==> src/rtl/sprite_draw_ctrl.sv <==
// Frame-buffer draw controller for one horizontally moving sprite: paints the background,
// then loops draw / wait / erase / move on move requests, with edge clamping and a one-deep request buffer.
module sprite_draw_ctrl #(
   parameter int SCREEN_W = 160,
   parameter int SCREEN_H = 120,
   parameter int SPR_W    = 16,
   parameter int SPR_H    = 16,
   parameter int SPR_Y    = 96,
   parameter int START_X  = 0,
   parameter int STEP     = 4,
   parameter int XW       = 8,
   parameter int YW       = 7
) (
   input  logic          clk,
   input  logic          reset,
   input  logic          start,
   input  logic          move_req,
   input  logic          dir,
   output logic [XW-1:0] x,
   output logic [YW-1:0] y,
   output logic          plot,
   output logic [1:0]    src_sel,
   output logic [XW-1:0] spr_x,
   output logic          busy,
   output logic          blocked
);

   typedef enum logic [2:0] {
      S_IDLE,
      S_DRAW_BG,
      S_DRAW_SPR,
      S_WAIT,
      S_ERASE,
      S_MOVE
   } state_t;

   localparam logic [XW-1:0] BG_LAST_X  = XW'(SCREEN_W - 1);
   localparam logic [YW-1:0] BG_LAST_Y  = YW'(SCREEN_H - 1);
   localparam logic [XW-1:0] SPR_LAST_X = XW'(SPR_W - 1);
   localparam logic [YW-1:0] SPR_LAST_Y = YW'(SPR_H - 1);
   localparam logic [YW-1:0] SPR_TOP    = YW'(SPR_Y);
   localparam logic [XW-1:0] START_POS  = XW'(START_X);
   localparam logic [XW-1:0] STEP_X     = XW'(STEP);
   localparam logic [XW:0]   STEP_WIDE  = (XW+1)'(STEP);
   localparam logic [XW:0]   RIGHT_LIM  = (XW+1)'(SCREEN_W - SPR_W);

   state_t        state_q, state_d;
   logic [XW-1:0] col_q, col_d;
   logic [YW-1:0] row_q, row_d;
   logic [XW-1:0] spr_x_q, spr_x_d;
   logic          pend_q, pend_d;
   logic          pend_dir_q, pend_dir_d;
   logic          mv_dir_q, mv_dir_d;
   logic          blocked_q, blocked_d;

   logic          scan_busy;
   logic          bg_last_col, bg_done, spr_last_col, spr_done;
   logic          req_v, req_dir, legal;
   logic [XW:0]   right_sum;

   always_ff @(posedge clk) begin
      if (!reset) begin
         state_q    <= S_IDLE;
         col_q      <= '0;
         row_q      <= '0;
         spr_x_q    <= START_POS;
         pend_q     <= 1'b0;
         pend_dir_q <= 1'b0;
         mv_dir_q   <= 1'b0;
         blocked_q  <= 1'b0;
      end else begin
         state_q    <= state_d;
         col_q      <= col_d;
         row_q      <= row_d;
         spr_x_q    <= spr_x_d;
         pend_q     <= pend_d;
         pend_dir_q <= pend_dir_d;
         mv_dir_q   <= mv_dir_d;
         blocked_q  <= blocked_d;
      end
   end

   assign scan_busy    = (state_q == S_DRAW_BG) || (state_q == S_DRAW_SPR) ||
                         (state_q == S_ERASE)   || (state_q == S_MOVE);
   assign bg_last_col  = (col_q == BG_LAST_X);
   assign bg_done      = bg_last_col && (row_q == BG_LAST_Y);
   assign spr_last_col = (col_q == SPR_LAST_X);
   assign spr_done     = spr_last_col && (row_q == SPR_LAST_Y);

   // A buffered request takes priority over a fresh pulse in WAIT; one bit of headroom avoids wrap.
   assign req_v     = pend_q | move_req;
   assign req_dir   = pend_q ? pend_dir_q : dir;
   assign right_sum = {1'b0, spr_x_q} + STEP_WIDE;
   assign legal     = req_dir ? ({1'b0, spr_x_q} >= STEP_WIDE) : (right_sum <= RIGHT_LIM);

   always_comb begin
      state_d    = state_q;
      col_d      = col_q;
      row_d      = row_q;
      spr_x_d    = spr_x_q;
      pend_d     = pend_q;
      pend_dir_d = pend_dir_q;
      mv_dir_d   = mv_dir_q;
      blocked_d  = 1'b0;

      if (move_req && !pend_q && (scan_busy || ((state_q == S_IDLE) && start))) begin
         pend_d     = 1'b1;
         pend_dir_d = dir;
      end

      case (state_q)
         S_IDLE: begin
            if (start) begin
               state_d = S_DRAW_BG;
               col_d   = '0;
               row_d   = '0;
            end
         end
         S_DRAW_BG: begin
            if (bg_last_col) begin
               col_d = '0;
               if (bg_done) begin
                  row_d   = '0;
                  state_d = S_DRAW_SPR;
               end else begin
                  row_d = row_q + 1'b1;
               end
            end else begin
               col_d = col_q + 1'b1;
            end
         end
         S_DRAW_SPR, S_ERASE: begin
            if (spr_last_col) begin
               col_d = '0;
               if (spr_done) begin
                  row_d   = '0;
                  state_d = (state_q == S_ERASE) ? S_MOVE : S_WAIT;
               end else begin
                  row_d = row_q + 1'b1;
               end
            end else begin
               col_d = col_q + 1'b1;
            end
         end
         S_WAIT: begin
            if (req_v) begin
               pend_d = 1'b0;
               if (legal) begin
                  state_d  = S_ERASE;
                  mv_dir_d = req_dir;
                  col_d    = '0;
                  row_d    = '0;
               end else begin
                  blocked_d = 1'b1;
               end
            end
         end
         S_MOVE: begin
            spr_x_d = mv_dir_q ? (spr_x_q - STEP_X) : (spr_x_q + STEP_X);
            state_d = S_DRAW_SPR;
         end
         default: state_d = S_IDLE;
      endcase
   end

   always_comb begin
      x       = '0;
      y       = '0;
      plot    = 1'b0;
      src_sel = 2'b00;
      busy    = 1'b0;
      case (state_q)
         S_DRAW_BG: begin
            plot    = 1'b1;
            src_sel = 2'b01;
            x       = col_q;
            y       = row_q;
            busy    = 1'b1;
         end
         S_DRAW_SPR, S_ERASE: begin
            plot    = 1'b1;
            src_sel = (state_q == S_ERASE) ? 2'b11 : 2'b10;
            x       = spr_x_q + col_q;
            y       = SPR_TOP + row_q;
            busy    = 1'b1;
         end
         S_MOVE:  busy = 1'b1;
         default: busy = 1'b0;
      endcase
   end

   assign spr_x   = spr_x_q;
   assign blocked = blocked_q;

endmodule

==> config.mk <==
export PLATFORM = sky130hd
export DESIGN_NAME = sprite_draw_ctrl
export DESIGN_NICKNAME = d
export VERILOG_FILES = /design/src/rtl/sprite_draw_ctrl.sv
export SDC_FILE = /design/constraint.sdc
export NUM_CORES = 1
export LEC_CHECK = 0
export ABC_AREA = 0
export CORE_MARGIN = 10
export CORE_UTILIZATION = 55
export DETAILED_ROUTE_END_ITERATION = 10
export GPL_TIMING_DRIVEN = 0
export PLACE_DENSITY = 0.81
export SLEW_MARGIN = 10
export SYNTH_ARGS = -nofsm -noshare
export SYNTH_HDL_FRONTEND = slang
export SYNTH_SLANG_ARGS = --single-unit
==> constraint.sdc <==
create_clock -name clk -period 3.6 [get_ports clk]
set_input_delay 0.54 -clock clk [delete_from_list [all_inputs] [get_ports clk]]
set_output_delay 0.54 -clock clk [all_outputs]
set_load 0.005 [all_outputs]
======== After elaboration in Yosys (flattened, before gate mapping) ========
Index checks and enable logic that the tools add are counted.
storage, ports and cells
  flip-flop bits (word level) ............. 30
  output and inout port bits .............. 28
operators by class
  muxes and demuxes ....................... 36
  add/sub/neg operators ................... 7
  reduce and logical (&&, ||, !) cells .... 20
  equality and inequality tests ........... 16
  bitwise gates (word level) .............. 1
  magnitude comparators ................... 2
operator list
  kind                                                             count
  2-to-1 mux 7 bit                                                 7
  2-to-1 mux 8 bit                                                 6
  one-hot mux 8 bit (4 select lines)                               1
  one-hot mux 7 bit (4 select lines)                               1
  2-to-1 mux 3 bit                                                 8
  one-hot mux 8 bit (2 select lines)                               1
  one-hot mux 3 bit (5 select lines)                               1
  != test 2 bit (second input constant)                            7
  one-hot mux 7 bit (2 select lines)                               1
  adder 8 x 3 -> 9 bit (second input constant)                     1
  less-or-equal comparator 9 x 8 -> 1 bit (second input constant)  1
  2-to-1 mux 1 bit                                                 9
  adder 8 x 1 -> 8 bit (second input constant)                     1
  adder 8 x 3 -> 8 bit (second input constant)                     1
  adder 8 bit                                                      1
  == test 8 x 4 -> 1 bit (second input constant)                   1
  == test 8 bit (second input constant)                            1
  >= comparator 8 x 3 -> 1 bit (second input constant)             1
  subtractor 8 x 3 -> 8 bit (second input constant)                1
  adder 7 x 1 -> 7 bit (second input constant)                     1
  adder 7 bit (first input constant)                               1
  == test 7 x 4 -> 1 bit (second input constant)                   1
  == test 7 bit (second input constant)                            1
  AND reduction 7 bit                                              1
  16 further kinds                                                 26

======== Depth between registers and ports, before layout ========
  word-level depth ........................ 9
  depth in mapped cells ................... 8
  depth with buffers taken out ............ 7

======== Least setup slack after synthesis ========
OpenSTA, ideal clock, no wires.
  path kind ............................... register to output
  from .................................... register spr_x_q[3], in the netlist spr_x[3]
  to ...................................... output x[7]
  buffers on the path ..................... 0
  stages on the path, launching flop included .. 8
  arrival time ............................ 1601 ps
  path slack .............................. 1459 ps
  cell sequence ........................... dfxtp_1 -> ha_1 -> a21o_1 -> a21oi_1 -> o21bai_1 -> a21oi_1 -> xnor2_1 -> a22o_1
between the ends
  cells in the longest elaborated chain, start to end .. 2
ends and longest elaborated chain
  what                                line  text
  from (decl)                         50    logic [XW-1:0] spr_x_q, spr_x_d;
  from (signal assigned)              75    spr_x_q <= spr_x_d;
  adder 8 bit                         183   x = spr_x_q + col_q;
  one-hot mux 8 bit (2 select lines)  172   case (state_q)
  to (decl)                           19    output logic [XW-1:0] x,
No other way between the ends.

======== Worst setup path after layout ========
Ends and elaborated chain as after synthesis.

==> flow_summary.json <==
{
  "r2r-start": "col_q[0]",
  "seq_area_um2": 561,
  "cts_tree": "yes",
  "io_pins": 33,
  "groute.usage.overall_pct": 16.7,
  "synth_cell_types": 51,
  "post_cts_buffers": 0,
  "slowest_delay_ps": 520,
  "postLayoutCoreUtil_pct": 68.8,
  "grt_start_max_net_pins": 17,
  "ys_seq_elements": 28,
  "via_count": 2098,
  "grt_pass1_wl_um": 9090,
  "synthToLayoutAreaGrowth_pct": 20.3,
  "ir_drop_mv": 0.226,
  "grt_pass1_vias": 1964,
  "seq_area_frac_synth_pct": 26.8,
  "clkSinkCount": 28,
  "hp-class": "reg2reg",
  "leakagePower_nw": 0.925,
  "ys_warn_count": 0,
  "fmax_mhz": 312,
  "root_buffer": "clkbuf_8",
  "cp-start-kind": "flip-flop",
  "critical_path_arrival_ps": 2670,
  "async_reset_ff_share_pct": 0,
  "worst_pin_slew_ps": 626,
  "crit_slowest_cell": "clkdlybuf4s50_1",
  "switching_power_mw": 0.502,
  "avgSynthCellArea_um2": 7.78,
  "crit_chain": "ha_1, a21o_1, a21oi_1, o21bai_1, a21oi_1, xnor2_1, a22o_1, clkdlybuf4s50_1",
  "clk_pin_slew_ps": 110,
  "post_cts_resized": 0,
  "clockBufferDepth": 2,
  "crit_fanout": 8,
  "skew_ps": 10.5,
  "fin_setup_tns_ps": 0,
  "antenna_found_initial": 0,
  "h-tree-depth": 1,
  "antenna_left": 0,
  "worstSetupEndpointType": "output port",
  "routed_wirelength_um": 5520,
  "io_buffers": 29,
  "core-area_mm2": 0.00366,
  "clk_latency_ps": 290,
  "cp-startpoint": "spr_x[3]",
  "antennaDiodeCount": 0,
  "multiInputGateArea_mm2": 0.00144,
  "die_w_um": 81.7,
  "synth_ff_type": "dfxtp_1",
  "routedWlPerCell_um": 15.7,
  "min_period_ps": 3210,
  "power_frac_clock_pct": 20.8,
  "period_share_pct": 89.0,
  "maxCapViolCount": 0,
  "relSlewSlack_pct": 58.1,
  "seqPwrFrac_pct": 30.1,
  "finalHoldViolCount": 0,
  "final_nets": 321,
  "synth-edff-count": 0,
  "cp.required_ps": 3060,
  "hpwl_um": 4010,
  "num_rows": 22,
  "p_comb_share_pct": 49.1,
  "dr.pass1.iters": 4,
  "globalRouteOverflowTotal": 0,
  "netlist_top_cells_area": "dfxtp_1, ha_1, nand3_1, nor2_1, a21oi_1",
  "yosysTopAreaCell": "dfxtp_1",
  "synthCells": 269,
  "avgViaCountPerCell": 5.98,
  "synth_top_cell_area_share_pct": 26.8,
  "grt_setup_unrepaired": "no",
  "gp_congestion": 0.888,
  "power_density_mw_per_mm2": 490,
  "hold_buffers": 0,
  "setup_violations": 0,
  "min_from": "row_q[1]",
  "finalMaxSlewViolations": 0,
  "syn_area_mm2": 0.00209,
  "drive_gt1_share_pct": 5.94,
  "cpMostUsedCell": "a21oi_1",
  "status": "complete, no violations",
  "dieArea_mm2": 0.00667,
  "die_y_um": 81.7,
  "p_sw_share_pct": 40.8,
  "n_fill_cell": 306,
  "drc_errors": 0,
  "start_util_pct": 57.1,
  "drt_iter0_markers": 158,
  "p_int_mw": 0.730,
  "cts_buffers": 3,
  "critPathKind": "reg2out"
}
-- per-layer routing --
metal	GRT usage, %	part of all wire [%]
met1	20.9	44
met2	27.8	48
met3	3.49	6.5
met4	5.78	1.3
met5	0	0
-- per-stage QoR --
stage / hold WS (ps) / total power [mW] / setup slack, ps / area, um^2 / instances
2_1_floorplan: 456 / 0.770 / 1460 / 2100 / 270
3_5_place_dp: 490 / 0.972 / 764 / 2450 / 347
6_report: 503 / 1.23 / 395 / 2520 / 351
3_3_place_gp: 473 / 0.962 / 784 / 2450 / 347
4_1_cts: 508 / 1.23 / 448 / 2520 / 351
5_1_grt: 532 / 1.31 / 249 / 2520 / 351
-- synthesized netlist by cell type (2+ instances only) --
library cell and instances:
ha_1 11, nor3_1 7, and2_1 7, nand2b_1 6
nand3b_1 2, and3_1 2, o221ai_1 2, buf_4 2
dfxtp_1 28, nand2_1 20, a22o_1 7, clkbuf_1 10
nand3_1 21, a21oi_2 2, o211ai_1 4, a31o_1 2
o21ai_1 8, inv_1 7, o21ai_0 6, nor2b_1 4
or4_1 4, xnor2_1 10, mux2i_1 4, a21oi_1 18
nor2_1 25, xor2_1 3, o22ai_1 3, buf_2 4
nand4_1 2, a31oi_1 7, or3_1 5, nand4b_1 4
o21a_1 4
-- cell families after synthesis --
| logic type | count (synthesis) | synth area share (%) |
|---|---|---|
| AO/OA/AOI/OAI | 74 | 24.9 |
| XOR/XNOR | 13 | 5.44 |
| adder cells (fa/ha/maj) | 12 | 7.54 |
| buffers and inverters | 23 | 4.73 |
| flip-flops | 28 | 26.8 |
| multiplexers | 5 | 2.45 |
| other | 1 | 0.179 |
| AND/OR/NAND/NOR | 113 | 28.0 |
-- area by class of cell --
cell class | count | share of cell area [%]
multi-input cells | 219 | 57.1
plain buffers | 16 | 2.88
flip-flops and latches | 28 | 22.3
clock buffers | 3 | 1.64
well taps | 48 | 2.39
inverters | 7 | 1.04
repair buffers | 29 | 11.5
clock inverters | 1 | 1.19
-- power groups by stage --
stage                     clock network (mW)  logic, mW  registers, mW
after floorplan                            0      0.400          0.370
after global placement                     0      0.585          0.377
after detailed placement                   0      0.593          0.378
after CTS                              0.258      0.599          0.371
after global routing                   0.268      0.670          0.377
final                                  0.256      0.605          0.371
-- sequential cells by signal, summed over array words and instances (netlist names) --
signal,count
pend_dir_q,1
blocked,1
pend_q,1
mv_dir_q,1
row_q,7
col_q,8
state_q,3
spr_x,6
-- placed cells by master, fill, tap and decap left out, types with 8 or more instances in the layout --
master / synthesis / routed
clkdlybuf4s50_1: 0 / 29
nor2_1: 25 / 25
xnor2_1: 10 / 10
nand3_1: 21 / 21
ha_1: 11 / 11
dfxtp_1: 28 / 28
nand2_1: 20 / 20
o21ai_1: 8 / 8
clkbuf_1: 10 / 10
a21oi_1: 18 / 18
-- critical path: cells and delay by family, from the launching register on --
kind	cells	cell delay, ps
flip-flops	1	510
adder cells (fa/ha/maj)	1	290
AO/OA/AOI/OAI	5	900
buffers and inverters	1	520
XOR/XNOR	1	160
-- worst paths after layout --
kind | end | slack, ps | cells after the start
max | x[7] | 390 | 8
min | row_q[1] | 500 | 2
max reg2reg | row_q[4] | 1290 | 7
min reg2reg | row_q[1] | 500 | 2
No activity file was read; power rests on OpenSTA's default activity.
